`config.mk`:
```
export PLATFORM = sky130hd
export DESIGN_NAME = clq_fifo
export DESIGN_NICKNAME = d
export VERILOG_FILES = /design/src/rtl/clq_fifo.sv
export SDC_FILE = /design/constraint.sdc
export NUM_CORES = 1
export LEC_CHECK = 0
export CAP_MARGIN = 20
export CORE_AREA = 2 2 277 252
export DETAILED_ROUTE_END_ITERATION = 12
export DIE_AREA = 0 0 279 254
export PLACE_DENSITY_LB_ADDON = 0.05
export SYNTH_ARGS = -nofsm -noshare
export SYNTH_HDL_FRONTEND = slang
export SYNTH_SLANG_ARGS = --single-unit
```
`constraint.sdc`:
```
create_clock -name clk -period 3.6 [get_ports clk]
set_input_delay 0.54 -clock clk [delete_from_list [all_inputs] [get_ports clk]]
set_output_delay 0.54 -clock clk [all_outputs]
set_load 0.01 [all_outputs]
```
`src/rtl/clq_fifo.sv`:
```
// ---------------------------------------------------------------------------
// clq_fifo : clause queue between the clause switch and the propagation engine
//
// Buffers clauses pushed by the switch (which cannot be back-pressured) and
// presents them to the engine in FIFO order over a valid/ready handshake.
// The head is first-word-fall-through. An almost-full level throttles the
// clause arbiter upstream. A push that cannot be stored is dropped and
// recorded in a sticky overflow flag.
//
// Ports
//   clk, rst_n       clock (rising edge), asynchronous active-low reset
//   sw2clq           clause from the switch
//   sw2clq_valid     push request; the switch is never stalled
//   flush            synchronous clear of all entries (overflow flag kept)
//   clq2eng          head clause, read combinationally from the storage array
//   clq2eng_valid    head entry valid (queue not empty)
//   eng2clq_ready    engine takes the head when high with clq2eng_valid
//   clq2carb_afull   occupancy >= AFULL_LVL, backpressure to the arbiter
//   clq_empty        occupancy == 0
//   clq_full         occupancy == DEPTH
//   clq_count        current occupancy
//   clq_ovf          sticky flag, set when a push is dropped; cleared by reset
// ---------------------------------------------------------------------------
package clq_pkg;
    // Clause word as carried by the switch fabric.
    typedef logic [31:0] cla_t;
endpackage

module clq_fifo
    import clq_pkg::*;
#(
    parameter int DEPTH     = 16,
    parameter int AFULL_LVL = 14,
    parameter int CNT_W     = $clog2(DEPTH) + 1
) (
    input  logic             clk,
    input  logic             rst_n,
    input  cla_t             sw2clq,
    input  logic             sw2clq_valid,
    input  logic             flush,
    output cla_t             clq2eng,
    output logic             clq2eng_valid,
    input  logic             eng2clq_ready,
    output logic             clq2carb_afull,
    output logic             clq_empty,
    output logic             clq_full,
    output logic [CNT_W-1:0] clq_count,
    output logic             clq_ovf
);

    localparam int PTR_W = $clog2(DEPTH);

    cla_t             mem [DEPTH];
    logic [PTR_W-1:0] rd_ptr;
    logic [PTR_W-1:0] wr_ptr;
    logic [CNT_W-1:0] count;

    logic pop;
    logic push_ok;
    logic drop;

    // Status is decoded from the registered count only, so none of these
    // outputs depend combinationally on the handshake inputs.
    assign clq_count      = count;
    assign clq_empty      = (count == '0);
    assign clq_full       = (count == CNT_W'(DEPTH));
    assign clq2carb_afull = (count >= CNT_W'(AFULL_LVL));
    assign clq2eng_valid  = !clq_empty;
    assign clq2eng        = mem[rd_ptr];

    assign pop     = clq2eng_valid & eng2clq_ready;
    // When full, a push still fits if the head leaves in the same cycle.
    assign push_ok = sw2clq_valid & (!clq_full | pop);
    assign drop    = sw2clq_valid & clq_full & !pop;

    // Control state: pointers, occupancy and overflow flag.
    always_ff @(posedge clk or negedge rst_n) begin
        if (!rst_n) begin
            rd_ptr  <= '0;
            wr_ptr  <= '0;
            count   <= '0;
            clq_ovf <= 1'b0;
        end else if (flush) begin
            // Flush overrides any same-cycle push/pop; a push discarded
            // by flush is not an overflow, so clq_ovf is left alone.
            rd_ptr <= '0;
            wr_ptr <= '0;
            count  <= '0;
        end else begin
            if (push_ok) begin
                wr_ptr <= wr_ptr + 1'b1;
            end
            if (pop) begin
                rd_ptr <= rd_ptr + 1'b1;
            end
            if (push_ok && !pop) begin
                count <= count + 1'b1;
            end else if (pop && !push_ok) begin
                count <= count - 1'b1;
            end
            if (drop) begin
                clq_ovf <= 1'b1;
            end
        end
    end

    // Storage array carries no reset; its contents are only observed
    // through entries that were written after the last reset/flush.
    // On a full push+pop, wr_ptr == rd_ptr: the popped head is overwritten
    // at the same edge it is consumed, which is safe.
    always_ff @(posedge clk) begin
        if (!flush && push_ok) begin
            mem[wr_ptr] <= sw2clq;
        end
    end

endmodule
```
After elaboration in Yosys (flattened, before gate mapping):

Memory sizes are Yosys's and may differ from the RTL's.
Cells that the tools add are included.

* bits in registers: 14
* bits in latches: 0
* bits in writable memories: 512
* ROM bits: 0
* bits of input ports: 37
* output and inout bits: 42
* logic and storage cells: 39
* memories: 1

Memory list
* mem: words 16, width 32, rd ports 1, clocked after Yosys merged registers in 0, write ports 1, RTL line 53 `cla_t mem [DEPTH];`

* add/sub/neg operators: 4
* $mul: 0
* div/mod/pow operators: 0
* order comparisons: 1
* equality and inequality tests: 1
* shifts and indexed selects: 0
* multiplexer cells: 9
* bitwise logic cells: 6
* reduce and logical (&&, ||, !) cells: 13

Operators with widths (number)
* $mux W4: 4
* $mux W5: 3
* $add A4 B1 Y4 const B: 2
* $add A5 B1 Y5 const B: 1
* $eq A5 B5 Y1 const B: 1
* $ge A5 B4 Y1 const B: 1
* $logic_not A1 Y1: 5
* $logic_not A5 Y1: 1
* $sub A5 B1 Y5 const B: 1
* $and A1 B1 Y1: 4
* $reduce_bool A2 Y1: 2
* $logic_and A1 B1 Y1: 3
* $reduce_bool A3 Y1: 1
* $mux W1: 2
* $reduce_and A2 Y1: 1
* $not A1 Y1: 1
* $or A1 B1 Y1: 1

Logic depth before layout (Yosys ltp):

Gate-level depths: netlist of run 1.

* depth after elaboration: 10
* depth in mapped cells: 9
* depth with buffers taken out: 8

Worst setup path after synthesis of run 1:

OpenSTA, ideal clock, no wires.

* path kind: register to register
* from: register count[1] (netlist: clq_count[1])
* to: memory mem[3][0] (netlist bit) (enable)
* library setup time: 0.461 ns
* arrival: 3.306 ns
* data required time: 3.139 ns
* path slack: -0.167 ns
* cell stages (with the launch flop): 6
* path buffers: 1
* period minus slack after synthesis: 3.767 ns
* cell sequence: dfrtp_1 > or4_1 > buf_4 > o21ba_2 > nand2_1 > nor3_1

* longest elaborated chain between the ends: 8
* elaborated cells between the ends (all ways): 10
* those cells by class: eq/ne (1); mux (2); bitwise (3); reduce/logical (4)

RTL lines
* start, declared: RTL line 56 `logic [CNT_W-1:0] count;`
* start signal, assigned: RTL line 97 `count <= count + 1'b1;`
* start signal, assigned: RTL line 99 `count <= count - 1'b1;`
* $logic_not A5 Y1: RTL line 65 `assign clq_empty = (count == '0);`
* $logic_not A1 Y1: RTL line 68 `assign clq2eng_valid = !clq_empty;`
* $and A1 B1 Y1: RTL line 71 `assign pop = clq2eng_valid & eng2clq_ready;`
* $or A1 B1 Y1 *: RTL line 73 `assign push_ok = sw2clq_valid & (!clq_full | pop);`
* $and A1 B1 Y1 *: RTL line 73
* $logic_and A1 B1 Y1 *: RTL line 112 `if (!flush && push_ok) begin`
* $mux W1 *: RTL line 112
* $mux W1 (implied by the code) *: RTL line 113 `mem[wr_ptr] <= sw2clq;`
* end, declared: RTL line 53

Mark *: on every way between the ends. The rest lies on a longest branch, timed or not.

Worst setup path in the final report of run 1:

* from: register rd_ptr[1]
* to: output port clq2eng[8]

* longest elaborated chain between the ends: 1

RTL lines
* start, declared: RTL line 54 `logic [PTR_W-1:0] rd_ptr;`
* start signal, assigned: RTL line 94 `rd_ptr <= rd_ptr + 1'b1;`
* $mem_v2 Z16 W32
* end, declared: RTL line 41 `output cla_t clq2eng,`

No other way between the ends.

==> results of run 1 <==
critical path: cells and delay by family, from the launching register on:
kind                   cells  cell delay, ps
AO/OA/AOI/OAI              1             300
buffers and inverters      3             970
flip-flops                 1             550
multiplexers               1             320
AND/OR/NAND/NOR            1             100
cells by family (layout without fill, tap and decap cells):
| logic type | Yosys count | after routing | share of synthesized area [%] |
|---|---|---|---|
| fa+ha+maj | 10 | 10 | 0.657 |
| mux | 131 | 131 | 14.4 |
| flops | 526 | 526 | 77.9 |
| buf+inv | 55 | 251 | 1.40 |
| compound gates | 88 | 88 | 3.24 |
| xor+xnor | 7 | 7 | 0.304 |
| simple gates | 90 | 90 | 2.05 |
layout make-up:
type | count | area share [%]
Tap cell | 883 | 4.50
Sequential cell | 526 | 64.1
Multi-Input combinational cell | 326 | 17.7
Clock buffer | 73 | 6.06
Clock inverter | 31 | 1.14
Timing Repair Buffer | 141 | 6.40
Inverter | 6 | 0.0918
sequential cells by signal (all words and copies together), names as in the netlist:
register,cells
clq_count,5
clq_ovf,1
mem,512
rd_ptr,4
wr_ptr,4
power by group through the flow:
stage	combinational (mW)	clock, mW	sequential, mW
2_1_floorplan	2.29	0	7.01
3_3_place_gp	3.45	0	7.07
3_5_place_dp	3.43	0	7.07
4_1_cts	3.44	5.82	6.94
5_1_grt	3.93	6.02	6.94
6_report	3.60	5.60	6.92
path summary, 6_finish.rpt:
path                       slack [ps]                        to  depth (start not counted)                      from
setup / recovery                  170                clq2eng[8]                          6     rd_ptr[1]$_DFFE_PN0P_
hold / removal                    410  clq_count[2]$_DFFE_PN0P_                          1                     rst_n
setup reg to reg                  900  clq_count[4]$_DFFE_PN0P_                          8  clq_count[1]$_DFFE_PN0P_
hold reg to reg                   500       clq_ovf$_DFFE_PN0P_                          2       clq_ovf$_DFFE_PN0P_
max in group asynchronous        2580     rd_ptr[0]$_DFFE_PN0P_                          1                     rst_n
min in group clk                  500       clq_ovf$_DFFE_PN0P_                          2       clq_ovf$_DFFE_PN0P_
layout by cell type, fill, tap and decap left out, types with 9 or more instances in the layout:
cell	n
ha_1	9
buf_12	16
buf_4	40
clkinv_1	9
edfxtp_1	512
clkdlybuf4s50_1	78
clkbuf_16	60
nor2_4	13
clkbuf_1	16
nor2_1	9
dfrtp_1	12
a22oi_1	64
clkinv_2	14
nand2_1	39
mux4_2	128
what timing repair did:
action                     CTS  global route
setup endpoints to repair    2            18
gates cloned                 0             3
gates resized for setup      0             4
buffers inserted             0             7
metal layers:
layer	vias up	share of wire (%)	track usage, %
met5	-	0	0
met4	0	1.9	3.92
met3	66	3.3	2.29
met2	152	48	23.8
met1	5111	47	20.3
li1	4129	-	-
==> metrics.cfg, run 1 <==
[worst_setup_path]
cpMostUsedCell = buf_12
worst_ep_arrival_time_ps = 2890
cp-start-kind = register
slowest_stage = dfrtp_4
crit_path_end_kind = primary output
cp_slowest_stage_delay_ps = 550
cp_data_required_time_ps = 3060
path_max_fanout = 33
critPathKind = reg2out
cp_cell_sequence = buf_12 -> buf_12 -> mux4_2 -> a22oi_1 -> nand2_1 -> clkdlybuf4s50_1

[synth]
synth_seq_cells = 526
syn_nets = 954
yosys.area.top_type = edfxtp_1
synth_top_area_share_pct = 76.2
ys_seq_area_share_pct = 77.9
synthFlopType = edfxtp_1
ys_top_cells_by_area = edfxtp_1 76%, mux4_2 14%, a22oi_1 2.4%
yosys.cell_count.top_type = edfxtp_1
synthCells = 907
synthTopCellsByCount = 512 x edfxtp_1, 128 x mux4_2, 64 x a22oi_1
avgSynthCellArea_um2 = 22.2
ys_types = 41
syn-cell-area_um2 = 20200
ys_async_sr_fraction_pct = 2.66
synth_edf_count = 512
yosys_warnings = 0

[drt]
ant_nets = 0
drtIter0Drc = 697
post_drt_wl_per_cell_um = 26.0
dr.pass1.iters = 4
drt-total-wl_um = 51700
drcViolationCount = 0
vias = 9458
vias_per_cell = 4.76

[die]
die_x_um = 279
rows = 91
start_util_pct = 29.7
pin_count = 79
core_um2 = 68000
dieArea_um2 = 70900
die_h_um = 254

[timing]
timing.hold.ws_ps = 407
post-route-period-util_pct = 95.4
drv_slew = 0
hold_viol = 0
worst_pin_slew_ps = 826
grt_setup_unrepaired = no
clock-skew-final_ps = 21.4
fin_ws_ps = 167
finalSetupTns_ps = 0
setup_viol = 0
relSlewSlack_pct = 44.8
max_freq_ghz = 0.291
period_minus_slack_ps = 3430

[grt]
grt_use_total_pct = 14.6
grt.overflow.total = 0
grt_max_degree = 46
antenna_found_initial = 0
grt_pass1_vias = 10200
grt_pass1_wl_um = 73500

[placed_design]
io_buffers = 78
placedCellCount = 1872
hpwl_um = 28300
place_area_um2 = 22600
place.gp.congestion = 0.688
place_ws_ps = 487

[layout]
antenna_cells = 0
regArea_um2 = 15700
final_net_count = 1105
syn_to_final_growth_pct = 21.5
layout.cells.non_filler = 1986
fill_cells = 6234
multi_input_area_um2 = 4330
drive_gt1_share_pct = 26.9
fin_area_um2 = 24500
fin_util_pct = 36.1

[pwr]
pwr-share-clk_pct = 34.7
p_seq_share_pct = 42.9
p_int_mw = 12.0
p_sw_share_pct = 25.8
p_total_mw = 16.1
p_comb_share_pct = 22.3
ir_worst_vdd_mv = 0.336
p_leak_nw = 7.64
switchingPower_mw = 4.17
cellPowerDensity_nw_per_um2 = 657

[cts]
cts_buffer_depth = 3
cts_tree = done
cts.clk_slew.worst_paths_ps = 60
htree_levels = 2
worstSkewPairLatency_ps = 620
cts_made_buffers = 57
numClockSinks = 526
cts_hold_buf = 0
cts-root-buf = clkbuf_16

[job]
cap_violations = 0

[hold_path]
holdCritPathClass = in2async

[status]
outcome = completed

Power figures use the tool's default switching activity.
==> inputs of run 2 (changes only) <==
--- a/config.mk
+++ b/config.mk
@@ -9,6 +9,7 @@
 export CORE_AREA = 2 2 277 252
 export DETAILED_ROUTE_END_ITERATION = 12
 export DIE_AREA = 0 0 279 254
+export HOLD_SLACK_MARGIN = 0.02
 export PLACE_DENSITY_LB_ADDON = 0.05
 export SYNTH_ARGS = -nofsm -noshare
 export SYNTH_HDL_FRONTEND = slang
==> results of run 2 <==
No change in the layout: final DEF, timing and power equal those of run 1.
==> RTL change (settings of run 2) <==
Set the parameter `DEPTH` to 8 (it was 16).
--- a/src/rtl/clq_fifo.sv
+++ b/src/rtl/clq_fifo.sv
@@ -29,7 +29,7 @@
 module clq_fifo
     import clq_pkg::*;
 #(
-    parameter int DEPTH     = 16,
+    parameter int DEPTH     = 8,
     parameter int AFULL_LVL = 14,
     parameter int CNT_W     = $clog2(DEPTH) + 1
 ) (
Interface: changed (resized clq_count); port bits go from 79 to 78. The function was not compared with the original's and may differ.
==> RTL change against run 2 <==
Total power fell by 43%; final area fell by 44%; largest power group unchanged; critical endpoint is now clq2eng[1]; count of clock-buffer cells in the layout shrank 28; worst setup slack improved by 0.13 ns; critical path depth down 2; sequential cell count is 259 lower; largest cell class unchanged; wire length fell by 44%; clock skew down 0.0065 ns; area after synthesis down 48%.
==> RTL change: results (changes against run 2) <==
----------------------------------------------------
[Setup path]
  Termination of the worst setup path ... clq2eng[1] (was clq2eng[8])
  Path depth of the worst reg2reg path ... 4 (was 8)
  Maximum fanout count along the critical path ... 16 (was 33)
  Top cell family by delay on the critical path ... multiplexers (was buffers and inverters)
  CP max stage cell ... mux4_2 (was dfrtp_4)
  Crit-path max cell delay ... 0.56 ns
  FF-to-FF Start ... clq_count[1] (unchanged)
  Worst R2R End ... mem[7][5] (was clq_count[4])
  Critical path arrival ... 2.77 ns (was 2.89 ns)
  Worst setup path startpoint ... rd_ptr[0] (was rd_ptr[1])

[Clocking]
  Total clock buffers created by CTS ... 36 (was 57)
  Cell chosen for the clock root ... clkbuf_16 (unchanged)

[STA]
  Post-route fraction of the period consumed by the critical path ... 91.9% (was 95.4%)
  Maximum clock skew at final layout ... 0.0149 ns (was 0.0214 ns)
  Relative slew slack ... 41.4% (was 44.8%)

[Placement]
  Placed cells ... 1425 (was 1872)
  Pre-CTS worst setup slack ... 0.619 ns (was 0.487 ns)
  Placed wire-length estimate ... 16900 um (was 28300 um)
  Port buffer count ... 77 (was 78)

[Layout]
  Count of fill cells added during filler insertion ... 7054 (was 6234)
  Non-filler instance count after layout ... 1490 (was 1986)
  Layout net count ... 622 (was 1105)
  Share of post-route cells with drive strength above 1 ... 30.6% (was 26.9%)
  Max reg flops ... 256 (was 512)

[Route]
  WL/cell ... 19.5 um (was 26.0 um)
  Via total after detailed routing ... 5003 (was 9458)
  First-iteration detailed-routing DRC count ... 221 (was 697)

[Synthesis]
  Asr flop ratio synth ... 4.12% (was 2.66%)
  Net count after synthesis ... 508 (was 954)
  Mapped Avg Cell Area ... 22.3 um2 (was 22.2 um2)
  Most frequent cells after synthesis ... edfxtp_1 (256), mux4_2 (64), mux2_2 (32) (was edfxtp_1 (512), mux4_2 (128), a22oi_1 (64))
  Dominant cells by area after synthesis ... edfxtp_1 (74%), mux4_2 (14%), mux2_2 (3.5%) (was edfxtp_1 (76%), mux4_2 (14%), a22oi_1 (2.4%))
  Number of distinct library cells after synthesis ... 36 (was 41)
  Post-synth EDFFs ... 256 (was 512)
  Proportion of synthesized chip area in sequential cells ... 76.6% (was 77.9%)

[GRT]
  Global-route wire length before repair ... 42200 um (was 73500 um)
  Via count of the first global-routing pass ... 5663 (was 10184)
  Pin count of the biggest net entering global routing ... 34 (was 46)
  Overall global routing resource usage ... 8.39% (was 14.6%)

[Status]
  Result of the run ... finished clean (unchanged)

[Power]
  Worst IR Drop VDD ... 0.000232 V (was 0.000336 V)
  Total leakage power ... 4.17 nW (was 7.64 nW)

----------------------------------------------------
==> RTL change: changes by cell type after synthesis, moves of 5 or more <==
cell,change
a22oi_1,-64
edfxtp_1,-256
clkbuf_1,-18
nand2_1,-33
nor2_1,-7
mux2_2,+31
ha_1,-5
mux4_2,-64
nand2b_1,-5
==> RTL change: layout make-up <==
cell class / instances / area share (%)
Clock inverter: 20 / 1.13
Inverter: 8 / 0.219
Clock buffer: 45 / 7.05
Multi-Input combinational cell: 167 / 17.1
Sequential cell: 267 / 58.2
Tap cell: 883 / 8.06
Timing Repair Buffer: 100 / 8.25
==> RTL change: per-layer routing <==
| layer | vias up | track usage (%) | share of wire [%] |
|---|---|---|---|
| met5 | - | 0 | 0 |
| met4 | 0 | 3.07 | 2.6 |
| met3 | 43 | 1.76 | 3.4 |
| met2 | 83 | 14.1 | 48 |
| met1 | 2695 | 10.7 | 45 |
| li1 | 2182 | - | - |
==> RTL change: stage by stage <==
| step | instance area, um2 | hold slack (ns) | setup TNS (ns) | utilization (%) |
|---|---|---|---|---|
| after detailed placement | 12600 | 0.460 | 0 | 18.5 |
| after global routing | 13700 | 0.436 | 0 | 20.2 |
| after global placement | 12600 | 0.471 | 0 | 18.5 |
| after CTS | 13700 | 0.408 | 0 | 20.2 |
| after floorplan | 10400 | 0.244 | -10.60 | - |
| final | 13700 | 0.425 | 0 | 20.2 |
==> RTL change: logic make-up (layout without fill, tap and decap cells) <==
kind of cell	after synthesis	after routing	share of synthesized area [%]
flops	267	267	76.6
mux	97	97	17.4
simple gates	38	38	1.81
buf+inv	32	173	1.48
compound gates	20	20	1.42
xor+xnor	7	7	0.590
fa+ha+maj	5	5	0.674
==> RTL change: power breakdown <==
part	internal [mW]	switching, mW
registers	3.52	0.116
logic	1.14	0.946
clock network	2.05	1.35
